File: src/rtl/fetch_ctrl.sv
// Instruction fetch sequencer: owns the PC, issues one request at a time to a
// wait-stated instruction memory and holds the fetched word until decode takes it.
module fetch_ctrl #(
  parameter logic [31:0] PC_RESET_ADDR = 32'h0000_0000
) (
  input  logic        clk,
  input  logic        rst_n,
  input  logic        jump_flag,
  input  logic [31:0] jump_addr,
  output logic        mem_req,
  output logic [31:0] mem_addr,
  input  logic        mem_gnt,
  input  logic        mem_rvalid,
  input  logic [31:0] mem_rdata,
  output logic        if_valid,
  output logic [31:0] if_pc,
  output logic [31:0] if_instr,
  input  logic        if_ready,
  output logic [1:0]  dbg_state
);

  // Handshakes: a request transfers on a cycle with mem_req=1 and mem_gnt=1,
  // and the held instruction transfers on a cycle with if_valid=1 and if_ready=1.
  localparam logic [1:0] ST_REQ  = 2'd0;
  localparam logic [1:0] ST_WAIT = 2'd1;
  localparam logic [1:0] ST_HOLD = 2'd2;

  logic [1:0]  state_q, state_d;
  logic [31:0] pc_q, pc_d;
  logic        kill_q, kill_d;
  logic        if_valid_q, if_valid_d;
  logic [31:0] if_pc_q, if_pc_d;
  logic [31:0] if_instr_q, if_instr_d;
  logic [31:0] jump_tgt;
  logic        unused_jump_lsbs;

  assign jump_tgt         = {jump_addr[31:2], 2'b00};
  assign unused_jump_lsbs = ^jump_addr[1:0];

  always_comb begin
    state_d    = state_q;
    pc_d       = pc_q;
    kill_d     = kill_q;
    if_valid_d = if_valid_q;
    if_pc_d    = if_pc_q;
    if_instr_d = if_instr_q;
    case (state_q)
      ST_REQ: begin
        if (jump_flag) begin
          pc_d = jump_tgt;
          if (mem_gnt) begin
            // The old address was already accepted; its response must be dropped.
            kill_d  = 1'b1;
            state_d = ST_WAIT;
          end
        end else if (mem_gnt) begin
          state_d = ST_WAIT;
        end
      end
      ST_WAIT: begin
        if (mem_rvalid) begin
          if (kill_q || jump_flag) begin
            kill_d  = 1'b0;
            state_d = ST_REQ;
            if (jump_flag) pc_d = jump_tgt;
          end else begin
            if_instr_d = mem_rdata;
            if_pc_d    = pc_q;
            if_valid_d = 1'b1;
            state_d    = ST_HOLD;
          end
        end else if (jump_flag) begin
          pc_d   = jump_tgt;
          kill_d = 1'b1;
        end
      end
      ST_HOLD: begin
        if (jump_flag) begin
          if_valid_d = 1'b0;
          pc_d       = jump_tgt;
          state_d    = ST_REQ;
        end else if (if_ready) begin
          if_valid_d = 1'b0;
          pc_d       = pc_q + 32'd4;
          state_d    = ST_REQ;
        end
      end
      default: begin
        state_d    = ST_REQ;
        kill_d     = 1'b0;
        if_valid_d = 1'b0;
      end
    endcase
  end

  always_ff @(posedge clk) begin
    if (!rst_n) begin
      state_q    <= ST_REQ;
      pc_q       <= PC_RESET_ADDR;
      kill_q     <= 1'b0;
      if_valid_q <= 1'b0;
      if_pc_q    <= 32'd0;
      if_instr_q <= 32'd0;
    end else begin
      state_q    <= state_d;
      pc_q       <= pc_d;
      kill_q     <= kill_d;
      if_valid_q <= if_valid_d;
      if_pc_q    <= if_pc_d;
      if_instr_q <= if_instr_d;
    end
  end

  assign mem_req   = (state_q == ST_REQ);
  assign mem_addr  = pc_q;
  assign if_valid  = if_valid_q;
  assign if_pc     = if_pc_q;
  assign if_instr  = if_instr_q;
  assign dbg_state = state_q;

endmodule

File: config.mk
export PLATFORM = sky130hd
export DESIGN_NAME = fetch_ctrl
export DESIGN_NICKNAME = d
export VERILOG_FILES = /design/src/rtl/fetch_ctrl.sv
export SDC_FILE = /design/constraint.sdc
export NUM_CORES = 1
export LEC_CHECK = 0
export CAP_MARGIN = 5
export CORE_UTILIZATION = 47
export CTS_CLUSTER_DIAMETER = 30
export DETAILED_ROUTE_END_ITERATION = 10
export GPL_TIMING_DRIVEN = 1
export HOLD_SLACK_MARGIN = 0.03
export MAX_ROUTING_LAYER = met4
export PLACE_DENSITY = 0.86
export RECOVER_POWER = 25
export SLEW_MARGIN = 20
export SYNTH_ARGS = -nofsm -noshare
export SYNTH_HDL_FRONTEND = slang
export SYNTH_SLANG_ARGS = --single-unit
File: constraint.sdc
create_clock -name clk -period 3 [get_ports clk]
set_input_delay 0.6 -clock clk [delete_from_list [all_inputs] [get_ports clk]]
set_output_delay 0.6 -clock clk [all_outputs]
set_load 0.01 [all_outputs]
### Word-level counts from Yosys, hierarchy flattened

Index checks and enable logic that the tools add are counted.

| cells by class | value |
|---|---|
| add/sub/neg operators | 1 |
| multiply operators | 0 |
| div/mod/pow operators | 0 |
| $lt $le $gt $ge | 0 |
| equal/unequal tests | 9 |
| shift-type cells | 0 |
| muxes and demuxes | 23 |
| bitwise logic cells | 3 |
| reduce and logical (&&, ||, !) cells | 8 |

Operators with widths:

| cell | count |
|---|---|
| $mux W32 | 5 |
| $pmux W32 S3 | 1 |
| $add A32 B3 Y32 const B | 1 |
| $mux W2 | 5 |
| $mux W1 | 9 |
| $ne A3 B3 Y1 const B | 3 |
| $reduce_and A3 Y1 | 3 |
| $ne A2 B2 Y1 const B | 3 |
| $pmux W1 S3 | 2 |
| $pmux W2 S3 | 1 |
| $reduce_and A5 Y1 | 1 |
| $reduce_and A4 Y1 | 1 |
| $not A1 Y1 | 3 |
| $reduce_bool A3 Y1 | 1 |
| $eq A2 B1 Y1 const B | 1 |
| $eq A2 B2 Y1 const B | 1 |
| $logic_not A2 Y1 | 1 |
| $ne A2 B1 Y1 const B | 1 |
| $logic_or A1 B1 Y1 | 1 |

| word-level totals | value |
|---|---|
| bits in registers | 100 |
| latch bits | 0 |
| RAM bits | 0 |
| memory bits (read-only) | 0 |
| bits of input ports | 70 |
| output and inout bits | 100 |
| logic and storage cells | 50 |
| memories kept | 0 |

### Longest topological paths before layout

Gate-level depths: netlist of the first run.

| logic depth | value |
|---|---|
| word-level depth | 4 |
| depth in mapped cells | 9 |
| depth with buffers taken out | 6 |

### Least setup slack after synthesis of the first run

No wires, ideal clock.

| timing path | value |
|---|---|
| kind | input-to-reg |
| start point | input port jump_flag |
| end point | register pc_q[26], in the netlist mem_addr[26] |
| library setup time | 64 ps |
| data arrival time | 2,011 ps |
| slack | 925 ps |
| stages | 6 |
| path buffers | 2 |
| cell sequence | clkbuf_2 > or3b_1 > clkbuf_1 > or4_1 > or3_1 > nand4_1 |

| on the way | value |
|---|---|
| word-level cells in the longest chain between the ends | 4 |
| elaborated cells between the ends (all ways) | 9 |
| those cells by class | 2 x eq/ne; 5 x mux; 2 x reduce/logical |

RTL lines:

| item | RTL line | source |
|---|---|---|
| from (decl) | 8 | `input logic jump_flag,` |
| $mux W32 (3 in series) | n/a |  |
| $pmux W32 S3 | 47 | `case (state_q)` |
| to (signal assigned) | 106 | `pc_q <= pc_d;` |
| to (decl) | 29 | `logic [31:0] pc_q, pc_d;` |

Several ways; a longest one is shown, not always the timed one. The select of a mux whose other input is x is not followed.
A chain may end at the register's enable or synchronous reset.

### Worst setup path in the final report of the first run

| timing path | value |
|---|---|
| start point | input port rst_n |
| end point | register pc_q[20], in the netlist mem_addr[20] |

RTL lines:

| item | RTL line | source |
|---|---|---|
| from (decl) | 7 | `input logic rst_n,` |

No word-level cell between the ends.

==> results of run 1 <==
## flip-flops by register name (all words and copies together) (netlist names)
name / count
if_valid: 1
kill_q: 1
dbg_state: 2
if_pc: 30
mem_addr: 30
if_instr: 32
## power by group through the flow
| stage | logic (W) | registers [W] | clock network, W |
|---|---|---|---|
| floorplan | 0.000135 | 0.00141 | 0 |
| global placement | 0.000342 | 0.00140 | 0 |
| detailed placement | 0.000349 | 0.00140 | 0 |
| CTS | 0.000352 | 0.00138 | 0.000863 |
| global route | 0.000376 | 0.00138 | 0.000922 |
| finish | 0.000347 | 0.00138 | 0.000845 |
## routing by layer
layer,vias up,global-route usage [%],part of all wire [%]
met4,0,9.56,1.7
li1,2210,-,-
met2,191,44.8,49
met1,2112,30.0,41
met3,17,4.93,7.8
met5,-,-,0
## per-stage QoR
step	std cells	setup slack (ns)
2_1_floorplan	559	0.925
3_3_place_gp	793	0.393
3_5_place_dp	793	0.346
4_1_cts	809	0.710
5_1_grt	809	0.336
6_report	809	0.484
## kinds of logic (layout without fill, tap and decap cells)
family | after synthesis | after routing
simple gates | 245 | 245
compound gates | 160 | 160
flops | 96 | 96
buf+inv | 53 | 195
fa+ha+maj | 1 | 1
other cells | 1 | 4
## worst paths after layout
| check | from | end | slack (ns) |
|---|---|---|---|
| worst max-delay path | rst_n | mem_addr[20] | 0.48 |
| worst min-delay path | if_instr[30] | if_instr[30] | 0.45 |
| worst max register to register | mem_addr[3] | mem_addr[20] | 0.81 |
| worst min register to register | if_instr[30] | if_instr[30] | 0.45 |
## placed cells by master, fill, tap and decap left out, drive strengths merged, types with 3 or more instances in the layout
cell and count:
a211oi 4, and2 4, clkbuf 11, a21o 6, nand4 10, and4 3, nand2 154, o21ai 21
or3 3, inv 5, clkinv 3, o221a 5, dlygate4sd3 46, conb 4, buf 11, clkdlybuf4s50 117
o21a 3, and3 7, dfxtp 96, nor3 13, a21oi 90, a31oi 8, nor2 31, a311oi 3
nand3 13
## worst max-delay path: cells and delay by family
kind / cells / cell delay (ns)
AOI/OAI and AO/OA: 1 / 0.23
buffers and inverters: 3 / 1.86
## area by class of cell
class                      instances  area share (%)
clock buffer                      10            2.10
clock inverter                     6            1.13
inverter                           4           0.247
multi-input combinational        410            34.1
sequential                        96            31.7
tap                              108            2.23
timing repair buffer             175            28.5
==> insert_results.sql, run 1 <==
INSERT INTO impl_metrics (metric_group, metric, value, unit) VALUES
('power', 'netSwitchingFraction', '25.8', '%'),
('timing', 'grt_setup_unrepaired', 'no', ''),
('cells_and_area', 'fillerInstances', '726', ''),
('critical_path', 'worst_path_largest_cell_delay', '1.22', 'ns'),
('logic_synthesis', 'post_synth_main_area_contributors', 'dfxtp_1 46%, nand2_1 14%, a21oi_1 11%', ''),
('die', 'die_h', '96.4', 'µm'),
('placement', 'dp.final_hpwl', '8.19', 'mm'),
('cells_and_area', 'num-nets-final', '767', ''),
('die', 'floorplan.initialDensity', '48.3', '%'),
('outcome', 'run_status', 'complete, but fails checks', ''),
('cts', 'cts.clk_slew.worst_paths', '0.09', 'ns'),
('power', 'largest_voltage_drop_on_the_vdd_net', '251', 'µV'),
('logic_synthesis', 'synth-async-reset-ratio', '0', '%'),
('timing', 'drv_slew', '81', ''),
('routing', 'remaining_drcs', '0', ''),
('logic_synthesis', 'synth_mux_area_share', '0', '%'),
('routing', 'drt_via_density', '5.60', ''),
('power', 'comb_power_share', '13.5', '%'),
('critical_path', 'reg2reg_depth', '7', ''),
('outcome', 'failed_checks', 'capacitance limit, slew limit', ''),
('grt', 'grt_util_all_layers', '26.0', '%'),
('logic_synthesis', 'synth_top_family_by_area', 'simple AND/OR/NAND/NOR gates', ''),
('cells_and_area', 'ff_latch_area', '1920', 'µm²'),
('cells_and_area', 'final_design_area_no_fill', '6070', 'µm²'),
('logic_synthesis', 'synth-seq-area-share', '45.9', '%'),
('placement', 'portBuffers', '163', ''),
('critical_path', 'nature_of_the_critical_path_startpoint', 'input pin', ''),
('cells_and_area', 'multiInputGateArea', '2070', 'µm²'),
('timing', 'timing.final.crit_period', '2.52', 'ns'),
('cts', 'cts_tree', 'done', ''),
('logic_synthesis', 'synth-xor-area-share', '0', '%'),
('cts', 'cts_hold_repair.buffers', '0', ''),
('routing', 'ant_nets', '0', ''),
('critical_path', 'critical-path-slowest-cell', 'clkbuf_2', ''),
('grt', 'grt_overflow_total', '0', ''),
('routing', 'finalWirelength', '12.1', 'mm'),
('run', 'maxCapViolations', '1', ''),
('die', 'std_cell_rows', '34', ''),
('logic_synthesis', 'synth_compound_gate_area_share', '22.9', '%'),
('cells_and_area', 'antenna-diode-count', '0', ''),
('timing', 'fin_worst_skew', '0.00987', 'ns'),
('logic_synthesis', 'netlist.area_leader.share', '45.9', '%'),
('cts', 'post-cts-setup-buffers', '0', ''),
('grt', 'initial_antenna_violation_count', '0', ''),
('routing', 'via_count_of_the_routed_design', '4530', ''),
('power', 'power.net_switching', '0.000664', 'W'),
('critical_path', 'cp_data_required_time', '3.19', 'ns'),
('timing', 'whs', '0.454', 'ns'),
('logic_synthesis', 'synth_area_per_cell', '7.54', 'µm²'),
('power', 'seqPwrFrac', '53.6', '%'),
('cts', 'cts.repair.resized', '0', ''),
('die', 'core_box_area', '8680', 'µm²'),
('logic_synthesis', 'synth.most_common_cell', 'nand2_1', ''),
('cts', 'cts-root-buf', 'clkbuf_8', ''),
('logic_synthesis', 'simple_gate_portion_of_the_synthesized_area', '25.3', '%'),
('hold_path', 'worst_hold_path_type', 'flip-flop to flip-flop', ''),
('logic_synthesis', 'synth_top_area_cell', 'dfxtp_1', ''),
('critical_path', 'worstPathMaxFanout', '80', ''),
('logic_synthesis', 'synth-edff-count', '0', ''),
('power', 'design_power_total', '0.00257', 'W'),
('die', 'die-width', '96.4', 'µm'),
('grt', 'via_count_of_the_first_global_routing_pass', '4030', ''),
('logic_synthesis', 'yosysWarningCount', '0', ''),
('timing', 'totalNegativeSetupSlack', '0', 'ns'),
('critical_path', 'end_kind', 'flip-flop', ''),
('cells_and_area', 'area_growth', '44.8', '%'),
('routing', 'drt-initial-drc-count', '274', ''),
('critical_path', 'timing.critical_path.cells', 'dlygate4sd3_1 > inv_2 > clkbuf_2 > o311ai_1', ''),
('timing', 'worst-slew-pin-transition', '1.69', 'ns'),
('routing', 'drtPass1Iterations', '5', ''),
('cells_and_area', 'post-route-util', '69.9', '%');
Power figures use the tool's default switching activity.
==> run 2, diff against run 1 <==
- CORE_UTILIZATION: 47 -> 39
- PLACE_DENSITY: 0.86 -> 0.76
- clock period: 3 -> 2.08 ns (I/O delays scaled with it)
==> run 2 against run 1 <==
The flow now finishes without violations. Flip-flop and latch count unchanged. Sequential share of layout area decreased by 1.2 points. Setup slack got worse by 0.32 ns. Design area increased by 4.0%. Wire length increased by 5.8%. Combinational power increased by 64%. Non-clock buffer count increased by 27. Clock power increased by 35%. Hold slack improved by 0.0026 ns. Critical path type is now flip-flop to output port.
==> insert_results.sql, run 2 (same netlist as run 1, synthesis figures left out) <==
INSERT INTO impl_metrics (metric_group, metric, value, unit) VALUES
('grt', 'grt_overflow_total', '0', ''),
('cts', 'clockBufferDepth', '2', ''),
('die', 'floorplan.initialDensity', '40.4', '%'),
('run', 'maxCapViolations', '0', ''),
('cts', 'cts.clk_slew.worst_paths', '0.10', 'ns'),
('timing', 'worst-slew-pin-transition', '0.923', 'ns'),
('critical_path', 'nature_of_the_critical_path_startpoint', 'flip-flop', ''),
('placement', 'dp.final_hpwl', '9.01', 'mm'),
('placement', 'dp.cells', '848', ''),
('grt', 'wire_length_of_the_first_global_routing_pass', '20.7', 'mm'),
('cells_and_area', 'final_cell_count_no_fill', '864', ''),
('die', 'top_level_ports', '170', ''),
('timing', 'finalHoldViolCount', '0', ''),
('timing', 'timing.final.crit_period', '1.91', 'ns'),
('timing', 'final_min_period_over_clock_period', '92.0', '%'),
('cells_and_area', 'antenna-diode-count', '0', ''),
('grt', 'initial_antenna_violation_count', '0', ''),
('routing', 'drt-initial-drc-count', '286', ''),
('power', 'total_leakage_power', '2.24', 'nW'),
('grt', 'largest_net_degree_at_the_start_of_global_routing', '81', ''),
('routing', 'remaining_drcs', '0', ''),
('timing', 'max-slew-margin-rel', '38.5', '%'),
('timing', 'report.final.setup_viol', '0', ''),
('cts', 'cts_tree', 'done', ''),
('power', 'design_power_total', '0.00367', 'W'),
('timing', 'worst_slack', '0.166', 'ns'),
('power', 'p_per_area', '581', 'nW/µm²'),
('die', 'std_cell_rows', '37', ''),
('timing', 'whs', '0.457', 'ns'),
('grt', 'grt_util_all_layers', '23.7', '%'),
('routing', 'routed_len_inst', '14.8', 'µm'),
('cells_and_area', 'ff_latch_area', '1920', 'µm²'),
('cells_and_area', 'final_design_area_no_fill', '6310', 'µm²'),
('cts', 'post-cts-setup-buffers', '0', ''),
('power', 'largest_voltage_drop_on_the_vdd_net', '268', 'µV'),
('cts', 'htreeDepth', '3', ''),
('cells_and_area', 'final_common_cell', 'clkdlybuf4s50_1', ''),
('die', 'core_box_area', '10400', 'µm²'),
('timing', 'max_freq', '523', 'MHz'),
('placement', 'preCtsSetupSlack', '-0.179', 'ns'),
('routing', 'drtPass1Iterations', '5', ''),
('routing', 'finalWirelength', '12.8', 'mm'),
('cells_and_area', 'multiInputGateArea', '2070', 'µm²'),
('placement', 'placed_area', '6150', 'µm²'),
('cells_and_area', 'num-nets-final', '794', ''),
('cts', 'cts-root-buf', 'clkbuf_8', ''),
('cts', 'worst_skew_pair.late_latency', '0.36', 'ns'),
('cells_and_area', 'drive_gt1_share', '9.34', '%'),
('cells_and_area', 'final_cell_mix', '160 x clkdlybuf4s50_1, 153 x nand2_1, 96 x dfxtp_1', ''),
('hold_path', 'worst_hold_path_type', 'flip-flop to flip-flop', ''),
('timing', 'drv_slew', '0', ''),
('cells_and_area', 'area_growth', '50.7', '%'),
('die', 'die-width', '106', 'µm'),
('die', 'design.die.area', '11200', 'µm²'),
('outcome', 'run_status', 'finished clean', ''),
('critical_path', 'worstPathMaxFanout', '10', ''),
('die', 'die_h', '106', 'µm'),
('cts', 'tritoncts.num_buffers', '9', ''),
('timing', 'fin_worst_skew', '0.0100', 'ns'),
('critical_path', 'end_kind', 'output port', ''),
('cts', 'clock-sinks', '96', ''),
('placement', 'place_congestion', '0.854', ''),
('placement', 'portBuffers', '163', ''),
('grt', 'via_count_of_the_first_global_routing_pass', '4305', ''),
('cells_and_area', 'fillerInstances', '943', ''),
('critical_path', 'timing.setup.critical_path_class', 'flip-flop to output port', ''),
('critical_path', 'cp_data_arrival_time', '1.50', 'ns'),
('cells_and_area', 'largest_register_ffs', '32', ''),
('critical_path', 'cp_data_required_time', '1.66', 'ns'),
('timing', 'grt_setup_unrepaired', 'no', ''),
('routing', 'ant_nets', '0', ''),
('routing', 'via_count_of_the_routed_design', '4577', ''),
('routing', 'drt_via_density', '5.30', '');
-- run 2: cell count changes in the layout (fill, tap and decap cells not counted), sizes merged --
cell | previous run | this run
clkinvlp | 1 | 2
dlygate4sd3 | 46 | 3
bufinv | 1 | 0
clkdlybuf4s50 | 117 | 160
buf | 11 | 38
-- run 2: area by class of cell --
class,count,share of cell area (%)
well taps,136,2.70
repair buffers,202,30.9
clock buffers,10,2.18
inverters,4,0.238
clock inverters,6,0.674
flip-flops and latches,96,30.4
multi-input cells,410,32.8
-- run 2: path summary, 6_finish.rpt --
check | from | endpoint | slack (ns) | depth (start not counted)
max reg2reg | mem_addr[3] | mem_addr[20] | 0.19 | 7
min reg2reg | if_instr[18] | if_instr[18] | 0.46 | 2
min | if_instr[18] | if_instr[18] | 0.46 | 2
max | dbg_state[0] | mem_req | 0.17 | 3
-- run 2: timing repair --
action,in CTS,in global routing
gates resized for setup,0,1
setup endpoints to repair,0,1
hold buffers,0,0
-- run 2: power by group --
part           switching, W  internal (W)
registers         0.0000627       0.00190
logic              0.000248      0.000320
clock network      0.000669      0.000470
-- run 2: worst max-delay path, stage by stage (launching register included) --
cell and delay [ns]:
dfxtp_1 0.32, buf_4 0.17, nor2_1 0.10, clkdlybuf4s50_1 0.54
-- run 2: metal layers --
layer	routed length (µm)	global-route usage [%]	vias up
met5	0	-	-
met4	257	9.52	0
met3	753	3.22	17
met2	6310	39.4	170
met1	5470	28.9	2133
li1	-	-	2257
-- run 2: stage by stage --
stage	TNS [ns]	utilization [%]
final	0	60.9
after global placement	-0.590	59.3
after global routing	0	60.9
after detailed placement	-2.16	59.3
after CTS	0	61.0
after floorplan	0	-
